[src/rtl/spi_mem_master_p.sv]
// SPI master for the SPI memory subsystem: serialises {din, addr, wr} LSB-first, then waits for
// op_done (write) or ready + DATA_W miso bits (read). Optional wait timeout: define SPI_TIMEOUT_EN.
module spi_mem_master_p #(
    parameter int DATA_W         = 8,
    parameter int ADDR_W         = 8,
    parameter int MEM_DEPTH      = 32,
    parameter int TIMEOUT_CYCLES = 1024
) (
    input  logic              clk,
    input  logic              rst_n,
    input  logic              req_valid,
    output logic              req_ready,
    input  logic              wr,
    input  logic [ADDR_W-1:0] addr,
    input  logic [DATA_W-1:0] din,
    output logic [DATA_W-1:0] dout,
    output logic              done,
    output logic              err,
    output logic [1:0]        err_code,
    output logic              busy,
    output logic              cs,
    output logic              mosi,
    input  logic              miso,
    input  logic              ready,
    input  logic              op_done
);

    localparam int FRAME_W   = 1 + ADDR_W + DATA_W;
    localparam int BIT_CNT_W = $clog2(FRAME_W + 1);

    localparam logic [BIT_CNT_W-1:0] N_WR    = BIT_CNT_W'(FRAME_W);
    localparam logic [BIT_CNT_W-1:0] N_RD    = BIT_CNT_W'(1 + ADDR_W);
    localparam logic [BIT_CNT_W-1:0] RX_LAST = BIT_CNT_W'(DATA_W - 1);
    localparam logic [ADDR_W:0]      DEPTH_C = (ADDR_W + 1)'(MEM_DEPTH);

`ifdef SPI_TIMEOUT_EN
    localparam int TO_W = $clog2(TIMEOUT_CYCLES + 1);
    localparam logic [TO_W-1:0] TO_LAST = TO_W'(TIMEOUT_CYCLES - 1);
`endif

    typedef enum logic [2:0] {
        IDLE,
        CHECK,
        SEND,
        WAIT_DONE,
        WAIT_READY,
        RECV,
        FINISH,
        ERROR
    } state_t;

    state_t                 state_q, state_d;
    logic [FRAME_W-1:0]     frame_q, frame_d;
    logic                   op_wr_q, op_wr_d;
    logic [BIT_CNT_W-1:0]   bit_cnt_q, bit_cnt_d;
    logic [DATA_W-1:0]      rx_q, rx_d;
    logic [DATA_W-1:0]      dout_q, dout_d;
    logic                   cs_q, cs_d;
    logic                   mosi_q, mosi_d;
    logic [1:0]             err_code_q, err_code_d;
`ifdef SPI_TIMEOUT_EN
    logic [TO_W-1:0]        wait_cnt_q, wait_cnt_d;
`endif

    always_ff @(posedge clk) begin
        if (!rst_n) begin
            state_q    <= IDLE;
            frame_q    <= '0;
            op_wr_q    <= 1'b0;
            bit_cnt_q  <= '0;
            rx_q       <= '0;
            dout_q     <= '0;
            cs_q       <= 1'b1;
            mosi_q     <= 1'b0;
            err_code_q <= 2'd0;
`ifdef SPI_TIMEOUT_EN
            wait_cnt_q <= '0;
`endif
        end else begin
            state_q    <= state_d;
            frame_q    <= frame_d;
            op_wr_q    <= op_wr_d;
            bit_cnt_q  <= bit_cnt_d;
            rx_q       <= rx_d;
            dout_q     <= dout_d;
            cs_q       <= cs_d;
            mosi_q     <= mosi_d;
            err_code_q <= err_code_d;
`ifdef SPI_TIMEOUT_EN
            wait_cnt_q <= wait_cnt_d;
`endif
        end
    end

    always_comb begin
        state_d    = state_q;
        frame_d    = frame_q;
        op_wr_d    = op_wr_q;
        bit_cnt_d  = bit_cnt_q;
        rx_d       = rx_q;
        dout_d     = dout_q;
        cs_d       = cs_q;
        mosi_d     = mosi_q;
        err_code_d = err_code_q;
`ifdef SPI_TIMEOUT_EN
        wait_cnt_d = wait_cnt_q;
`endif
        case (state_q)
            IDLE: begin
                if (req_valid) begin
                    frame_d    = {din, addr, wr};
                    op_wr_d    = wr;
                    err_code_d = 2'd0;
                    state_d    = CHECK;
                end
            end
            CHECK: begin
                if ({1'b0, frame_q[ADDR_W:1]} >= DEPTH_C) begin
                    err_code_d = 2'd1;
                    state_d    = ERROR;
                end else begin
                    // frame_q is a shift register: bit 0 is always the next bit to send
                    cs_d      = 1'b0;
                    mosi_d    = frame_q[0];
                    frame_d   = frame_q >> 1;
                    bit_cnt_d = BIT_CNT_W'(1);
                    state_d   = SEND;
                end
            end
            SEND: begin
                if (bit_cnt_q == (op_wr_q ? N_WR : N_RD)) begin
                    cs_d      = 1'b1;
                    mosi_d    = 1'b0;
                    bit_cnt_d = '0;
`ifdef SPI_TIMEOUT_EN
                    wait_cnt_d = '0;
`endif
                    state_d   = op_wr_q ? WAIT_DONE : WAIT_READY;
                end else begin
                    mosi_d    = frame_q[0];
                    frame_d   = frame_q >> 1;
                    bit_cnt_d = bit_cnt_q + BIT_CNT_W'(1);
                end
            end
            WAIT_DONE: begin
                if (op_done) begin
                    state_d = FINISH;
                end
`ifdef SPI_TIMEOUT_EN
                else if (wait_cnt_q == TO_LAST) begin
                    err_code_d = 2'd2;
                    state_d    = ERROR;
                end else begin
                    wait_cnt_d = wait_cnt_q + TO_W'(1);
                end
`endif
            end
            WAIT_READY: begin
                if (ready) begin
                    bit_cnt_d = '0;
                    state_d   = RECV;
                end
`ifdef SPI_TIMEOUT_EN
                else if (wait_cnt_q == TO_LAST) begin
                    err_code_d = 2'd2;
                    state_d    = ERROR;
                end else begin
                    wait_cnt_d = wait_cnt_q + TO_W'(1);
                end
`endif
            end
            RECV: begin
                // Shift in from the top so the first (bit 0) sample ends up at the LSB
                rx_d = rx_q >> 1;
                rx_d[DATA_W-1] = miso;
                if (bit_cnt_q == RX_LAST) begin
                    dout_d    = rx_d;
                    bit_cnt_d = '0;
                    state_d   = FINISH;
                end else begin
                    bit_cnt_d = bit_cnt_q + BIT_CNT_W'(1);
                end
            end
            FINISH:  state_d = IDLE;
            ERROR:   state_d = IDLE;
            default: state_d = IDLE;
        endcase
    end

    assign req_ready = (state_q == IDLE);
    assign busy      = (state_q != IDLE);
    assign done      = (state_q == FINISH) || (state_q == ERROR);
    assign err       = (state_q == ERROR);
    assign err_code  = (state_q == ERROR) ? err_code_q : 2'd0;
    assign cs        = cs_q;
    assign mosi      = mosi_q;
    assign dout      = dout_q;

endmodule
[config.mk]
export PLATFORM = sky130hd
export DESIGN_NAME = spi_mem_master_p
export DESIGN_NICKNAME = d
export VERILOG_FILES = /design/src/rtl/spi_mem_master_p.sv
export SDC_FILE = /design/constraint.sdc
export NUM_CORES = 1
export LEC_CHECK = 0
export BUFFER_PORTS_ARGS = -buffer_cell sky130_fd_sc_hd__buf_4
export CAP_MARGIN = 20
export CORE_ASPECT_RATIO = 1.4
export CORE_MARGIN = 5
export CORE_UTILIZATION = 50
export DETAILED_ROUTE_END_ITERATION = 7
export MAX_ROUTING_LAYER = met4
export PLACE_DENSITY_LB_ADDON = 0.08
export SYNTH_ARGS = -nofsm -noshare
export SYNTH_HDL_FRONTEND = slang
export SYNTH_SLANG_ARGS = --single-unit
[constraint.sdc]
create_clock -name clk -period 1.7 [get_ports clk]
set_clock_uncertainty 0.2 [all_clocks]
set_input_delay 0.34 -clock clk [delete_from_list [all_inputs] [get_ports clk]]
set_output_delay 0.34 -clock clk [all_outputs]
set_load 0.05 [all_outputs]
-- Yosys cells after proc, flatten, opt, wreduce, memory -nomap -nowiden
Index checks and enable logic that the tools add are counted.
- flip-flop bits (word level): 46
- latch bits: 0
- RAM bits: 0
- bits in read-only memories: 0
- input bits: 23
- output and inout bits: 16
- memories kept: 0
- add/sub/neg operators: 1
- $mul: 0
- divide/modulo/power cells: 0
- $lt $le $gt $ge: 1
- equal/unequal tests: 17
- shift operators: 0
- multiplexer cells: 28
- bitwise operators: 0
- reductions and logical operators: 16
- operator list (operator ; number):
    $mux 17 ; 3
    $pmux 17 s3 ; 1
    $mux 5 ; 5
    $mux 3 ; 7
    $pmux 3 s7 ; 1
    $pmux 5 s4 ; 1
    $ne 2x2->1 const B ; 8
    $eq 3x3->1 const B ; 4
    $reduce_and 3->1 ; 3
    $ge 8x6->1 const B ; 1
    $eq 3x2->1 const B ; 2
    $mux 2 ; 3
    $reduce_and 2->1 ; 3
    $reduce_bool 3->1 ; 2
    $add 5x1->5 const B ; 1
    $eq 5x3->1 const B ; 1
    $eq 5x5->1 ; 1
    $reduce_and 5->1 ; 1
    $mux 1 ; 4
    $pmux 1 s2 ; 2
    $pmux 2 s2 ; 1
    $reduce_and 4->1 ; 1
    $reduce_bool 2->1 ; 2
    $reduce_bool 4->1 ; 1
    other kinds (4) ; 4

-- Depth between registers and ports, before layout
- depth in word-level cells: 4
- depth in mapped cells: 9
- gate-level depth less buffers: 7

-- Least setup slack after synthesis
No wires, ideal clock.
- kind: reg-to-output
- from: register state_q[1]
- to: output port busy
- data arrival time: 2440 ps
- data required time: 1160 ps
- setup slack: -1280 ps
- stages on the path, launching flop included: 5
- cells stage by stage: dfxtp_1 > clkbuf_4 > buf_2 > nor3_1 > inv_1
- longest elaborated chain between the ends: 1
- RTL lines (what ; line ; source):
    start, declared ; 52 ; state_t state_q, state_d;
    start signal, assigned ; 80 ; state_q <= state_d;
    $reduce_bool 3->1 ; 191 ; assign busy = (state_q != IDLE);
    end, declared ; 20 ; output logic busy,
Every way passes these cells.

-- Worst setup path in the final report
- from: register state_q[0]
- to: register mosi_q, in the netlist mosi
- longest elaborated chain between the ends: 3
- elaborated cells on any way between the ends: 6
- those cells by class: 3 x eq/ne; 1 x mux; 2 x reduce/logical
- RTL lines (what ; line ; source):
    $eq 3x1->1 / $eq 3x2->1 (equally long branches) ; 108 ; case (state_q)
    $ne 2x2->1 (no line) / $reduce_bool 2->1 (equally long branches) ; -- ;
    $reduce_and 2->1 (no line) ; -- ;
    end signal, assigned ; 87 ; mosi_q <= mosi_d;
    end, declared ; 59 ; logic mosi_q, mosi_d;
Several ways; a longest one is shown, not always the timed one.
A chain may end at the register's enable or synchronous reset.

==> insert_results.sql <==
INSERT INTO impl_metrics (metric_group, metric, value, unit) VALUES
('route', 'vias', '2232', ''),
('floorplanning', 'die_w', '66.4', 'um'),
('global_routing', 'number_of_global_route_vias_before_repair', '2058', ''),
('clock_network', 'clock_latency_on_the_worst_skew_pair', '0.30', 'ns'),
('hold_path', 'min-delay-path-class', 'input pin to flop', ''),
('finish', 'num-fill-cells', '286', ''),
('logic_synthesis', 'ys_warns', '0', ''),
('status', 'failing_checks', 'negative setup slack', ''),
('global_routing', 'grtUsageTotal', '22.6', '%'),
('pwr', 'vdd_drop_max', '1.79', 'mV'),
('critical_path', 'timing.critical_path.arrival', '1.91', 'ns'),
('route', 'route.final.wire_length', '6.88', 'mm'),
('pwr', 'power', '0.00609', 'W'),
('critical_path', 'timing.critical_path.to_type', 'flop', ''),
('clock_network', 'cts_hold_buf', '0', ''),
('timing', 'rsz0062_at_grt', 'yes', ''),
('global_routing', 'globalRoute.totalOverflow', '0', ''),
('route', 'drtIter0Drc', '166', ''),
('placed_design', 'hpwlAfterDp', '3.85', 'mm'),
('job', 'max-cap-violations', '0', ''),
('clock_network', 'htree_levels', '2', ''),
('critical_path', 'crit_path_max_fanout', '6', ''),
('clock_network', 'cts_tree', 'done', ''),
('placed_design', 'gp_congestion', '0.917', ''),
('logic_synthesis', 'synthFlopType', 'sky130_fd_sc_hd__dfxtp_1', ''),
('global_routing', 'pin_count_of_the_biggest_net_entering_global_routing', '33', ''),
('finish', 'area_delta_synth_final', '54.5', '%'),
('logic_synthesis', 'synth_sequential_area_ratio', '39.6', '%'),
('logic_synthesis', 'syn_inst', '251', ''),
('timing', 'tcrit_tclk_final', '110', '%'),
('status', 'status', 'finished with violations', ''),
('floorplanning', 'num_rows', '28', ''),
('route', 'detail_route.vias_per_cell', '5.65', ''),
('floorplanning', 'start_util', '52.0', '%'),
('route', 'drt_pre_antenna_iters', '4', ''),
('finish', 'final-seq-area', '901', 'um^2'),
('timing', 'fin_crit', '1.88', 'ns'),
('route', 'postRouteAntennaNets', '0', ''),
('critical_path', 'timing.setup.critical_path_class', 'flop to flop', ''),
('critical_path', 'startpoint_type', 'flop', ''),
('clock_network', 'num_cts_buffers', '5', ''),
('timing', 'setup_violation_total_in_the_final_timing_report', '32', ''),
('finish', 'post_route_cells_drive_above_1_share', '45.1', '%'),
('timing', 'final_hold_viol_count', '0', ''),
('finish', 'area_used_by_multi_input_combinational_logic', '1490', 'um^2'),
('critical_path', 'worstPathRequired', '1.74', 'ns'),
('clock_network', 'clock-root-buffer', 'sky130_fd_sc_hd__clkbuf_8', ''),
('pwr', 'total_leakage_power', '1.55', 'nW'),
('clock_network', 'cts_buffer_depth', '2', ''),
('logic_synthesis', 'synth_enable_flop_cells', '0', ''),
('global_routing', 'initial_antenna_violation_count', '0', ''),
('pwr', 'power-per-cell-area', '1770', 'nW/um^2'),
('floorplanning', 'fp.dieArea', '5900', 'um^2'),
('logic_synthesis', 'ys_async_sr_fraction', '0', '%'),
('placed_design', 'pre_cts_setup_slack', '-0.153', 'ns'),
('placed_design', 'port-buffer-count', '37', ''),
('clock_network', 'cts.clk_slew.worst_paths', '0.09', 'ns'),
('finish', 'fin_area', '3430', 'um^2'),
('global_routing', 'grt_pass1_wl', '9.89', 'mm'),
('floorplanning', 'die_height', '88.9', 'um'),
('timing', 'setup_tns', '-2.60', 'ns'),
('timing', 'achievable-frequency', '0.533', 'GHz'),
('logic_synthesis', 'syn-num-nets', '276', ''),
('route', 'post_drt_wl_per_cell', '17.4', 'um'),
('logic_synthesis', 'synth_seq_cells', '44', ''),
('floorplanning', 'fp.coreArea', '4270', 'um^2'),
('finish', 'num_antenna_cells', '0', ''),
('floorplanning', 'ios', '39', ''),
('timing', 'setup_ws', '-0.177', 'ns'),
('route', 'number_of_drc_violations_after_detailed_routing', '0', ''),
('logic_synthesis', 'synth_area_per_cell', '8.86', 'um^2'),
('clock_network', 'clkSinkCount', '44', ''),
('placed_design', 'placement.cell_area', '2870', 'um^2'),
('finish', 'design.final.nets', '359', ''),
('logic_synthesis', 'mappedNetlistArea', '2220', 'um^2'),
('logic_synthesis', 'yosysUniqueCellTypes', '45', ''),
('timing', 'report.final.slew_viol_count', '0', '');
placed cells by master, fill, tap and decap left out, drive strengths merged, types with 2 or more instances in the layout:
| cell type | synthesis | layout |
|---|---|---|
| dfxtp | 44 | 44 |
| mux2i | 17 | 17 |
| nor3b | 2 | 2 |
| nor2b | 3 | 3 |
| nor3 | 2 | 2 |
| nand2b | 4 | 4 |
| or3b | 2 | 2 |
| a211oi | 2 | 2 |
| o21ai | 4 | 4 |
| nand2 | 33 | 33 |
| a21boi | 17 | 17 |
| inv | 5 | 5 |
| nor2 | 10 | 10 |
| and2 | 4 | 6 |
| and3 | 2 | 2 |
| o21bai | 2 | 2 |
| nand3 | 34 | 34 |
| nand3b | 2 | 2 |
| o2bb2ai | 2 | 2 |
| o211a | 16 | 16 |
| a21oi | 10 | 10 |
| buf | 8 | 91 |
| clkbuf | 10 | 7 |
| ha | 2 | 2 |
| and3b | 2 | 2 |
cells by family (layout without fill, tap and decap cells):
family | Yosys count | count (layout) | share of synthesized area [%]
flops | 44 | 44 | 39.6
fa+ha+maj | 2 | 2 | 1.13
compound gates | 60 | 60 | 21.1
buf+inv | 23 | 105 | 5.40
simple gates | 103 | 105 | 24.5
other cells | 1 | 1 | 0.169
xor+xnor | 1 | 1 | 0.394
mux | 17 | 17 | 7.65
metrics by stage:
step                      hold slack (ns)  utilization (%)  cells
final                              0.0999             80.4    395
after global routing                0.108             80.4    395
after CTS                          0.0880             76.2    389
after detailed placement            0.254             67.0    369
after global placement              0.241             67.0    369
after floorplan                     0.234                -    251
worst paths after layout:
path	slack [ns]	start	cells past startpoint	end
max	-0.18	state_q[0]	8	mosi
min reg2reg	0.26	dout[0]	2	dout[0]
max reg2reg	-0.18	state_q[0]	8	mosi
min	0.1	miso	3	rx_q[7]
area by class of cell:
cell class                 count  share of cell area, %
clock inverter                 2                   1.13
inverter                       5                  0.619
multi-input combinational    186                   43.3
sequential                    44                   26.2
tap                           60                   2.19
timing repair buffer          92                   24.1
clock buffer                   6                   2.40
metal layers:
metal	routed length, um	vias up	global-route usage, %
met5	0	-	-
met4	174	0	8.87
li1	-	1065	-
met3	341	16	4.53
met1	2690	1070	25.4
met2	3670	81	39.1
synth_stat cells, types with 2 or more instances:
master	number	share of area [%]
sky130_fd_sc_hd__and3b_1	2	0.79
sky130_fd_sc_hd__nor2b_1	3	0.84
sky130_fd_sc_hd__o21bai_1	2	0.68
sky130_fd_sc_hd__and2_1	4	1.1
sky130_fd_sc_hd__o21ai_0	3	0.68
sky130_fd_sc_hd__mux2i_1	17	7.7
sky130_fd_sc_hd__a21oi_1	10	2.3
sky130_fd_sc_hd__nand2b_1	4	1.1
sky130_fd_sc_hd__a21boi_0	17	5.7
sky130_fd_sc_hd__clkbuf_1	9	1.5
sky130_fd_sc_hd__buf_2	3	0.68
sky130_fd_sc_hd__nor3_1	2	0.45
sky130_fd_sc_hd__nor2_1	8	1.4
sky130_fd_sc_hd__nand3b_1	2	0.68
sky130_fd_sc_hd__a211oi_1	2	0.68
sky130_fd_sc_hd__ha_1	2	1.1
sky130_fd_sc_hd__and3_1	2	0.56
sky130_fd_sc_hd__buf_6	2	1.0
sky130_fd_sc_hd__inv_1	5	0.84
sky130_fd_sc_hd__nand2_1	33	5.6
sky130_fd_sc_hd__o211a_1	16	7.2
sky130_fd_sc_hd__or3b_2	2	0.79
sky130_fd_sc_hd__nand3_1	34	7.7
sky130_fd_sc_hd__buf_4	3	1.0
sky130_fd_sc_hd__dfxtp_1	44	40
report_power, final:
group	switching (W)	internal (W)	leakage [nW]
clock network	0.000396	0.000481	0.0614
logic	0.00188	0.00185	1.13
registers	0.000198	0.00128	0.364
sequential cells by signal, indices dropped and copies added, names as in the netlist:
signal      count
mosi            1
state_q         3
frame_q        17
err_code_q      1
dout            8
op_wr_q         1
rx_q            7
bit_cnt_q       5
cs              1
worst max-delay path, stage by stage, from the launching register on:
cell and delay, ns:
sky130_fd_sc_hd__dfxtp_4 0.38, sky130_fd_sc_hd__buf_4 0.15, sky130_fd_sc_hd__buf_4 0.15, sky130_fd_sc_hd__nor3b_4 0.29, sky130_fd_sc_hd__buf_4 0.16, sky130_fd_sc_hd__buf_4 0.11, sky130_fd_sc_hd__a21oi_1 0.07, sky130_fd_sc_hd__nand2b_1 0.15
sky130_fd_sc_hd__a21boi_1 0.14
what timing repair did:
action / CTS / global route
resized for setup: 45 / 41
setup buffers: 9 / 6
hold endpoints to repair: 0 / 0
setup endpoints to repair: 38 / 41
pin swaps: 13 / 18
gates cloned: 4 / 0
(Power assumes the default switching activity.)
